`src/rtl/sym_player_if.sv`:
```
`default_nettype none
// ============================================================================
//  Module      : sym_player_if
//  Description : Programming / control / status bundle for sym_player.
//                master : the controller (bench, CPU, sequencer) that writes
//                         entries and starts/stops playback.
//                slave  : the sym_player itself.
//  Signals     : wr_en/wr_sym/wr_hold  append one (symbol, hold) entry
//                flush                 empty the entry list
//                start/loop/stop       playback control
//                sym/busy/done         playback status
//                full/count            list occupancy
//  Revision    : 1.0 - initial release
// ============================================================================
interface sym_player_if #(
    parameter int DEPTH  = 8,
    parameter int HOLD_W = 4
) ();
    logic                     wr_en;
    logic [1:0]               wr_sym;
    logic [HOLD_W-1:0]        wr_hold;
    logic                     flush;
    logic                     start;
    logic                     loop;
    logic                     stop;
    logic [1:0]               sym;
    logic                     busy;
    logic                     done;
    logic                     full;
    logic [$clog2(DEPTH):0]   count;

    modport master (
        output wr_en, wr_sym, wr_hold, flush, start, loop, stop,
        input  sym, busy, done, full, count
    );

    modport slave (
        input  wr_en, wr_sym, wr_hold, flush, start, loop, stop,
        output sym, busy, done, full, count
    );
endinterface
`default_nettype wire

```
`src/rtl/sym_player.sv`:
```
`default_nettype none
// ============================================================================
//  Module      : sym_player
//  Description : Programmable 2-bit symbol stimulus transmitter. Stores up to
//                DEPTH (symbol, hold) entries and, on start, drives each
//                symbol for hold+1 cycles, once or looped. The last driven
//                symbol is held while idle.
//  Ports       : clk  - rising-edge clock
//                clr  - asynchronous active-low reset
//                bus  - sym_player_if.slave (write, control and status)
//  Revision    : 1.0 - initial release
// ============================================================================
module sym_player #(
    parameter int DEPTH  = 8,
    parameter int HOLD_W = 4
) (
    input  wire logic     clk,
    input  wire logic     clr,
    sym_player_if.slave   bus
);

    localparam int IDX_W = $clog2(DEPTH);
    localparam int CNT_W = IDX_W + 1;

    typedef enum logic [0:0] {
        S_IDLE = 1'b0,
        S_PLAY = 1'b1
    } state_t;

    // Entry storage (no reset: contents are don't-care until written)
    logic [1:0]        sym_mem_q  [DEPTH];
    logic [HOLD_W-1:0] hold_mem_q [DEPTH];

    state_t            state_q, state_d;
    logic [CNT_W-1:0]  count_q,  count_d;
    logic [IDX_W-1:0]  idx_q,    idx_d;
    logic [HOLD_W-1:0] hold_q,   hold_d;
    logic              loop_q,   loop_d;
    logic [1:0]        sym_q,    sym_d;
    logic              done_q,   done_d;

    logic              w_idle;
    logic              w_full;
    logic              w_wr_accept;
    logic              w_last;
    logic [IDX_W-1:0]  w_idx_next;

    assign w_idle      = (state_q == S_IDLE);
    assign w_full      = (count_q == CNT_W'(DEPTH));
    // flush beats a simultaneous write
    assign w_wr_accept = w_idle && bus.wr_en && !w_full && !bus.flush;
    assign w_last      = ({1'b0, idx_q} == (count_q - CNT_W'(1)));
    assign w_idx_next  = idx_q + IDX_W'(1);

    // Entry array write port; count doubles as the write pointer
    always_ff @(posedge clk) begin
        if (w_wr_accept) begin
            sym_mem_q[count_q[IDX_W-1:0]]  <= bus.wr_sym;
            hold_mem_q[count_q[IDX_W-1:0]] <= bus.wr_hold;
        end
    end

    always_ff @(posedge clk or negedge clr) begin
        if (!clr) begin
            state_q <= S_IDLE;
            count_q <= '0;
            idx_q   <= '0;
            hold_q  <= '0;
            loop_q  <= 1'b0;
            sym_q   <= 2'b00;
            done_q  <= 1'b0;
        end else begin
            state_q <= state_d;
            count_q <= count_d;
            idx_q   <= idx_d;
            hold_q  <= hold_d;
            loop_q  <= loop_d;
            sym_q   <= sym_d;
            done_q  <= done_d;
        end
    end

    always_comb begin
        state_d = state_q;
        count_d = count_q;
        idx_d   = idx_q;
        hold_d  = hold_q;
        loop_d  = loop_q;
        sym_d   = sym_q;
        done_d  = 1'b0;

        case (state_q)
            S_IDLE: begin
                if (bus.flush) begin
                    count_d = '0;
                end else if (w_wr_accept) begin
                    count_d = count_q + CNT_W'(1);
                end
                // A flush in the same cycle empties the list, so start
                // must not launch playback from stale entries.
                if (bus.start && !bus.flush && (count_q != '0)) begin
                    state_d = S_PLAY;
                    idx_d   = '0;
                    hold_d  = hold_mem_q[0];
                    sym_d   = sym_mem_q[0];
                    loop_d  = bus.loop;
                end
            end

            S_PLAY: begin
                // sym_q already shows entry[idx]; the next entry's symbol is
                // loaded together with its hold so there is no gap cycle.
                if (bus.stop) begin
                    state_d = S_IDLE;
                end else if (hold_q != '0) begin
                    hold_d = hold_q - HOLD_W'(1);
                end else if (!w_last) begin
                    idx_d  = w_idx_next;
                    hold_d = hold_mem_q[w_idx_next];
                    sym_d  = sym_mem_q[w_idx_next];
                end else if (loop_q) begin
                    idx_d  = '0;
                    hold_d = hold_mem_q[0];
                    sym_d  = sym_mem_q[0];
                end else begin
                    state_d = S_IDLE;
                    done_d  = 1'b1;
                end
            end

            default: begin
                state_d = S_IDLE;
            end
        endcase
    end

    assign bus.sym   = sym_q;
    assign bus.busy  = (state_q == S_PLAY);
    assign bus.done  = done_q;
    assign bus.count = count_q;
    assign bus.full  = w_full;

endmodule
`default_nettype wire

```
`src/flat_wrapper.sv`:
```
// flat-port wrapper written by rule: the top's interface ports become plain ports
module sym_player_flat 
#(
    parameter int DEPTH  = 8,
    parameter int HOLD_W = 4
)
  (clk, clr, bus_wr_en, bus_wr_sym, bus_wr_hold, bus_flush, bus_start, bus_loop, bus_stop, bus_sym, bus_busy, bus_done, bus_full, bus_count);
  sym_player_if #(.DEPTH(DEPTH), .HOLD_W(HOLD_W)) bus_i ();
  input  wire logic clk;
  input  wire logic clr;
  input wire logic [$bits(bus_i.wr_en)-1:0] bus_wr_en;
  input wire logic [$bits(bus_i.wr_sym)-1:0] bus_wr_sym;
  input wire logic [$bits(bus_i.wr_hold)-1:0] bus_wr_hold;
  input wire logic [$bits(bus_i.flush)-1:0] bus_flush;
  input wire logic [$bits(bus_i.start)-1:0] bus_start;
  input wire logic [$bits(bus_i.loop)-1:0] bus_loop;
  input wire logic [$bits(bus_i.stop)-1:0] bus_stop;
  output wire logic [$bits(bus_i.sym)-1:0] bus_sym;
  output wire logic [$bits(bus_i.busy)-1:0] bus_busy;
  output wire logic [$bits(bus_i.done)-1:0] bus_done;
  output wire logic [$bits(bus_i.full)-1:0] bus_full;
  output wire logic [$bits(bus_i.count)-1:0] bus_count;
  assign bus_i.wr_en = bus_wr_en;
  assign bus_i.wr_sym = bus_wr_sym;
  assign bus_i.wr_hold = bus_wr_hold;
  assign bus_i.flush = bus_flush;
  assign bus_i.start = bus_start;
  assign bus_i.loop = bus_loop;
  assign bus_i.stop = bus_stop;
  assign bus_sym = bus_i.sym;
  assign bus_busy = bus_i.busy;
  assign bus_done = bus_i.done;
  assign bus_full = bus_i.full;
  assign bus_count = bus_i.count;
  sym_player #(.DEPTH(DEPTH), .HOLD_W(HOLD_W)) u_core (.clk(clk), .clr(clr), .bus(bus_i));
endmodule
```
`config.mk`:
```
export PLATFORM = sky130hd
export DESIGN_NAME = sym_player_flat
export DESIGN_NICKNAME = d
export VERILOG_FILES = /design/src/rtl/sym_player_if.sv /design/src/rtl/sym_player.sv /design/src/flat_wrapper.sv
export SDC_FILE = /design/constraint.sdc
export NUM_CORES = 1
export LEC_CHECK = 0
export CAP_MARGIN = 15
export CORE_AREA = 2 2 97 99
export CTS_CLUSTER_SIZE = 30
export DETAILED_ROUTE_END_ITERATION = 7
export DIE_AREA = 0 0 99 101
export HOLD_SLACK_MARGIN = 0.1
export PLACE_DENSITY = 0.53
export SYNTH_ARGS = -nofsm -noshare
export SYNTH_HDL_FRONTEND = slang
export SYNTH_SLANG_ARGS = --single-unit
```
`constraint.sdc`:
```
create_clock -name clk -period 6.9 [get_ports clk]
set_input_delay 1.38 -clock clk [delete_from_list [all_inputs] [get_ports clk]]
set_output_delay 1.38 -clock clk [all_outputs]
set_load 0.005 [all_outputs]
```
==> flow_metrics.env <==
export IMPL_leakage_nw=1.23
export IMPL_p_seq_share_pct=42.8
export IMPL_status="finished, final reports clean"
export IMPL_holdPathStages=1
export IMPL_synthesis_area_um2=3040
export IMPL_pwr_share_clk_pct=24.8
export IMPL_grt_overflow=0
export IMPL_pin_count=22
export IMPL_worst_path_largest_cell_delay_ns=0.49
export IMPL_tns_ns=0
export IMPL_cts_resized_gates=0
export IMPL_end_kind="output port"
export IMPL_yosys_warnings=0
export IMPL_cp_num_buf_inv=3
export IMPL_yosys_area_top_type="edfxtp_1"
export IMPL_finalCriticalPeriod_ns=3.30
export IMPL_nNetsFinal=244
export IMPL_diodes=0
export IMPL_r2r_start="u_core.idx_q[0]"
export IMPL_dr_pass1_iters=4
export IMPL_dieArea_um2=10000
export IMPL_cp_data_required_time_ns=5.52
export IMPL_netlist_instances=201
export IMPL_grt_pass1_vias=1792
export IMPL_synthArstFlopShare_pct=25.0
export IMPL_max_slew_margin_rel_pct=40.2
export IMPL_worstMarginPinSlew_ns=0.895
export IMPL_grt_max_degree=17
export IMPL_min_path_type="reg2reg"
export IMPL_finalPower_w=0.00123
export IMPL_cts_buffers=9
export IMPL_fp_dieW_um=99
export IMPL_final_max_slew_viol_count=0
export IMPL_core_area_um2=8980
export IMPL_ant_nets=0
export IMPL_synth_flop_cell="edfxtp_1"
export IMPL_synth_most_common_cell="edfxtp_1"
export IMPL_critPathSlowestCell="dfrtp_1"
export IMPL_drt_total_wl_um=5660
export IMPL_regToRegEndpoint="u_core.hold_q[3]"
export IMPL_yosys_register_bits=64
export IMPL_ys_types=50
export IMPL_max_freq_ghz=0.303
export IMPL_cts_tree="yes"
export IMPL_path_common_cell="inv_1"
export IMPL_clock_sinks=64
export IMPL_cts_clk_slew_worst_paths_ns=0.06
export IMPL_grt_antenna_before_repair=0
export IMPL_rsz0062_at_grt="no"
export IMPL_synth_edf_count=48
export IMPL_drive_gt1_share_pct=13.5
export IMPL_post_cts_buffers=0
export IMPL_fin_worst_skew_ns=0.0107
export IMPL_switchingPower_w=0.000397
export IMPL_synthTopCellsByArea="edfxtp_1 47%, dfrtp_1 13%, mux4_1 8.6%"
export IMPL_clock_root_buffer="clkbuf_8"
export IMPL_path_cells="inv_1 -> ha_1 -> nand3b_1 -> inv_1 -> clkdlybuf4s50_1"
export IMPL_dpl_hpwl_um=4080
export IMPL_synth_top_cell_area_share_pct=47.4
export IMPL_cts_buffer_depth=2
export IMPL_path_delay_family="buffers and inverters"
export IMPL_holdPathEnd="u_core.bus.sym[1]"
export IMPL_hold_viol_final=0
export IMPL_viasPerCell=5.11
export IMPL_port_buffers=21
export IMPL_min_period_over_period_pct=47.8
export IMPL_synth_nets=219
export IMPL_p_int_w=0.000836
export IMPL_pwr_share_comb_pct=32.3
export IMPL_path_class="reg2out"
export IMPL_syn_to_final_growth_pct=15.9
export IMPL_cap_violations=0
export IMPL_synth_avg_cell_area_um2=15.1
export IMPL_seq_area_frac_synth_pct=60.6
export IMPL_gp_congestion=0.760
export IMPL_critical_path_max_fanout=10
export IMPL_grt_first_pass_wirelength_um=9300
export IMPL_power_density_nw_per_um2=350
export IMPL_max_vdd_ir_drop_v=0.000108
export IMPL_cts_hold_buf=0
export IMPL_fp_dieH_um=101
export IMPL_critPathLaunchType="flip-flop"
export IMPL_clock_latency_ns=0.34
export IMPL_routedWlPerCell_um=16.6
export IMPL_reg2reg_slack_ns=4.04
export IMPL_swShare_pct=32.2
export IMPL_track_usage_pct=12.6
export IMPL_drt_initial_drc_count=81
export IMPL_route_detailed_drc=0
export IMPL_hp_start="u_core.bus.sym[1]"
export IMPL_rows=35
export IMPL_reg2reg_depth=6
export IMPL_synth_common_cells="48 x edfxtp_1, 16 x dfrtp_1, 15 x nor2_1, 10 x mux4_1, 10 x nor3_1"
export IMPL_setup_violations=0
export IMPL_arrival_ns=1.92
export IMPL_num_vias=1741
export IMPL_start_util_pct=33.8
export IMPL_cts_htree_levels=3
==> worst register-to-register path: stages, from the launching register on <==
cell and delay (ns):
dfrtp_1 0.86, ha_1 0.32, xor2_1 0.59, mux2i_1 0.26
a211oi_1 0.06, a2111o_1 0.39, mux2_2 0.27
==> layout by cell type, fill, tap and decap left out, drive strengths merged, types with 2 or more instances in the layout <==
cell	instances
o31a	3
inv	9
mux4	12
nand2	10
o21ai	7
a211oi	3
a2111oi	2
clkdlybuf4s50	21
xor2	3
nand2b	4
mux2	9
clkinvlp	2
mux2i	7
nor3	10
ha	5
clkbuf	10
o21a	2
a21oi	2
edfxtp	48
o211ai	2
clkinv	2
dfrtp	16
nand3b	2
nor2b	2
nor2	15
==> power by group through the flow <==
stage                     Clock (W)  Sequential [W]  Combinational (W)
final                      0.000306        0.000528           0.000399
after global routing       0.000333        0.000538           0.000440
after CTS                  0.000316        0.000530           0.000404
after detailed placement          0        0.000539           0.000402
after global placement            0        0.000538           0.000400
after floorplan                   0        0.000501           0.000334
==> final cells by class <==
class,instances,area (um^2)
fill,843,5460
sequential,64,1840
multi-input combinational,121,1110
timing repair buffer,21,210
tap,111,139
clock buffer,10,128
clock inverter,5,58.8
inverter,9,33.8
==> worst max path at each step <==
stage	endpoint	from	slack, ns	depth (start not counted)
final	bus_full	u_core.bus.count[1]	3.60	5
after CTS	bus_full	u_core.bus.count[1]	3.58	5
after global placement	u_core.sym_mem_q[0][0]	bus_flush	3.55	5
after global routing	bus_full	u_core.bus.count[0]	3.46	5
after floorplan	u_core.hold_mem_q[0][0]	bus_flush	4.27	4
after detailed placement	u_core.sym_mem_q[0][0]	bus_flush	3.46	5
==> through the flow <==
| step | utilization [%] | hold slack, ns | area, um^2 | setup WS [ns] | instances |
|---|---|---|---|---|---|
| 5_1_grt | 39.2 | 0.548 | 3520 | 3.46 | 341 |
| 2_1_floorplan | - | 0.467 | 3040 | 4.27 | 201 |
| 4_1_cts | 39.2 | 0.526 | 3520 | 3.58 | 341 |
| 6_report | 39.2 | 0.519 | 3520 | 3.60 | 341 |
| 3_3_place_gp | 37.2 | 0.507 | 3340 | 3.55 | 326 |
| 3_5_place_dp | 37.2 | 0.514 | 3340 | 3.46 | 326 |
==> registers in the layout, summed over array words and instances, names as in the netlist <==
signal             count
u_core.sym_mem_q      16
u_core.bus.busy        1
u_core.bus.count       4
u_core.bus.done        1
u_core.hold_q          4
u_core.bus.sym         2
u_core.idx_q           3
u_core.loop_q          1
u_core.hold_mem_q     32
==> metal layers <==
metal / wire length, um / vias up / global-route usage [%]
li1: - / 835 / -
met1: 2550 / 847 / 16.1
met2: 2670 / 51 / 19.5
met3: 316 / 8 / 4.23
met4: 115 / 0 / 5.48
met5: 0 / - / 0
==> kinds of logic after synthesis <==
group	count (synthesis)	synth area share, %
DFF	64	60.6
and+or+nand+nor	53	8.77
AOI/OAI and AO/OA	31	8.57
muxes	28	15.8
buffers and inverters	16	2.80
adders and majority gates	5	2.06
xor gates and xnor gates	4	1.40
Note: power is estimated with default switching activity, not from simulation.
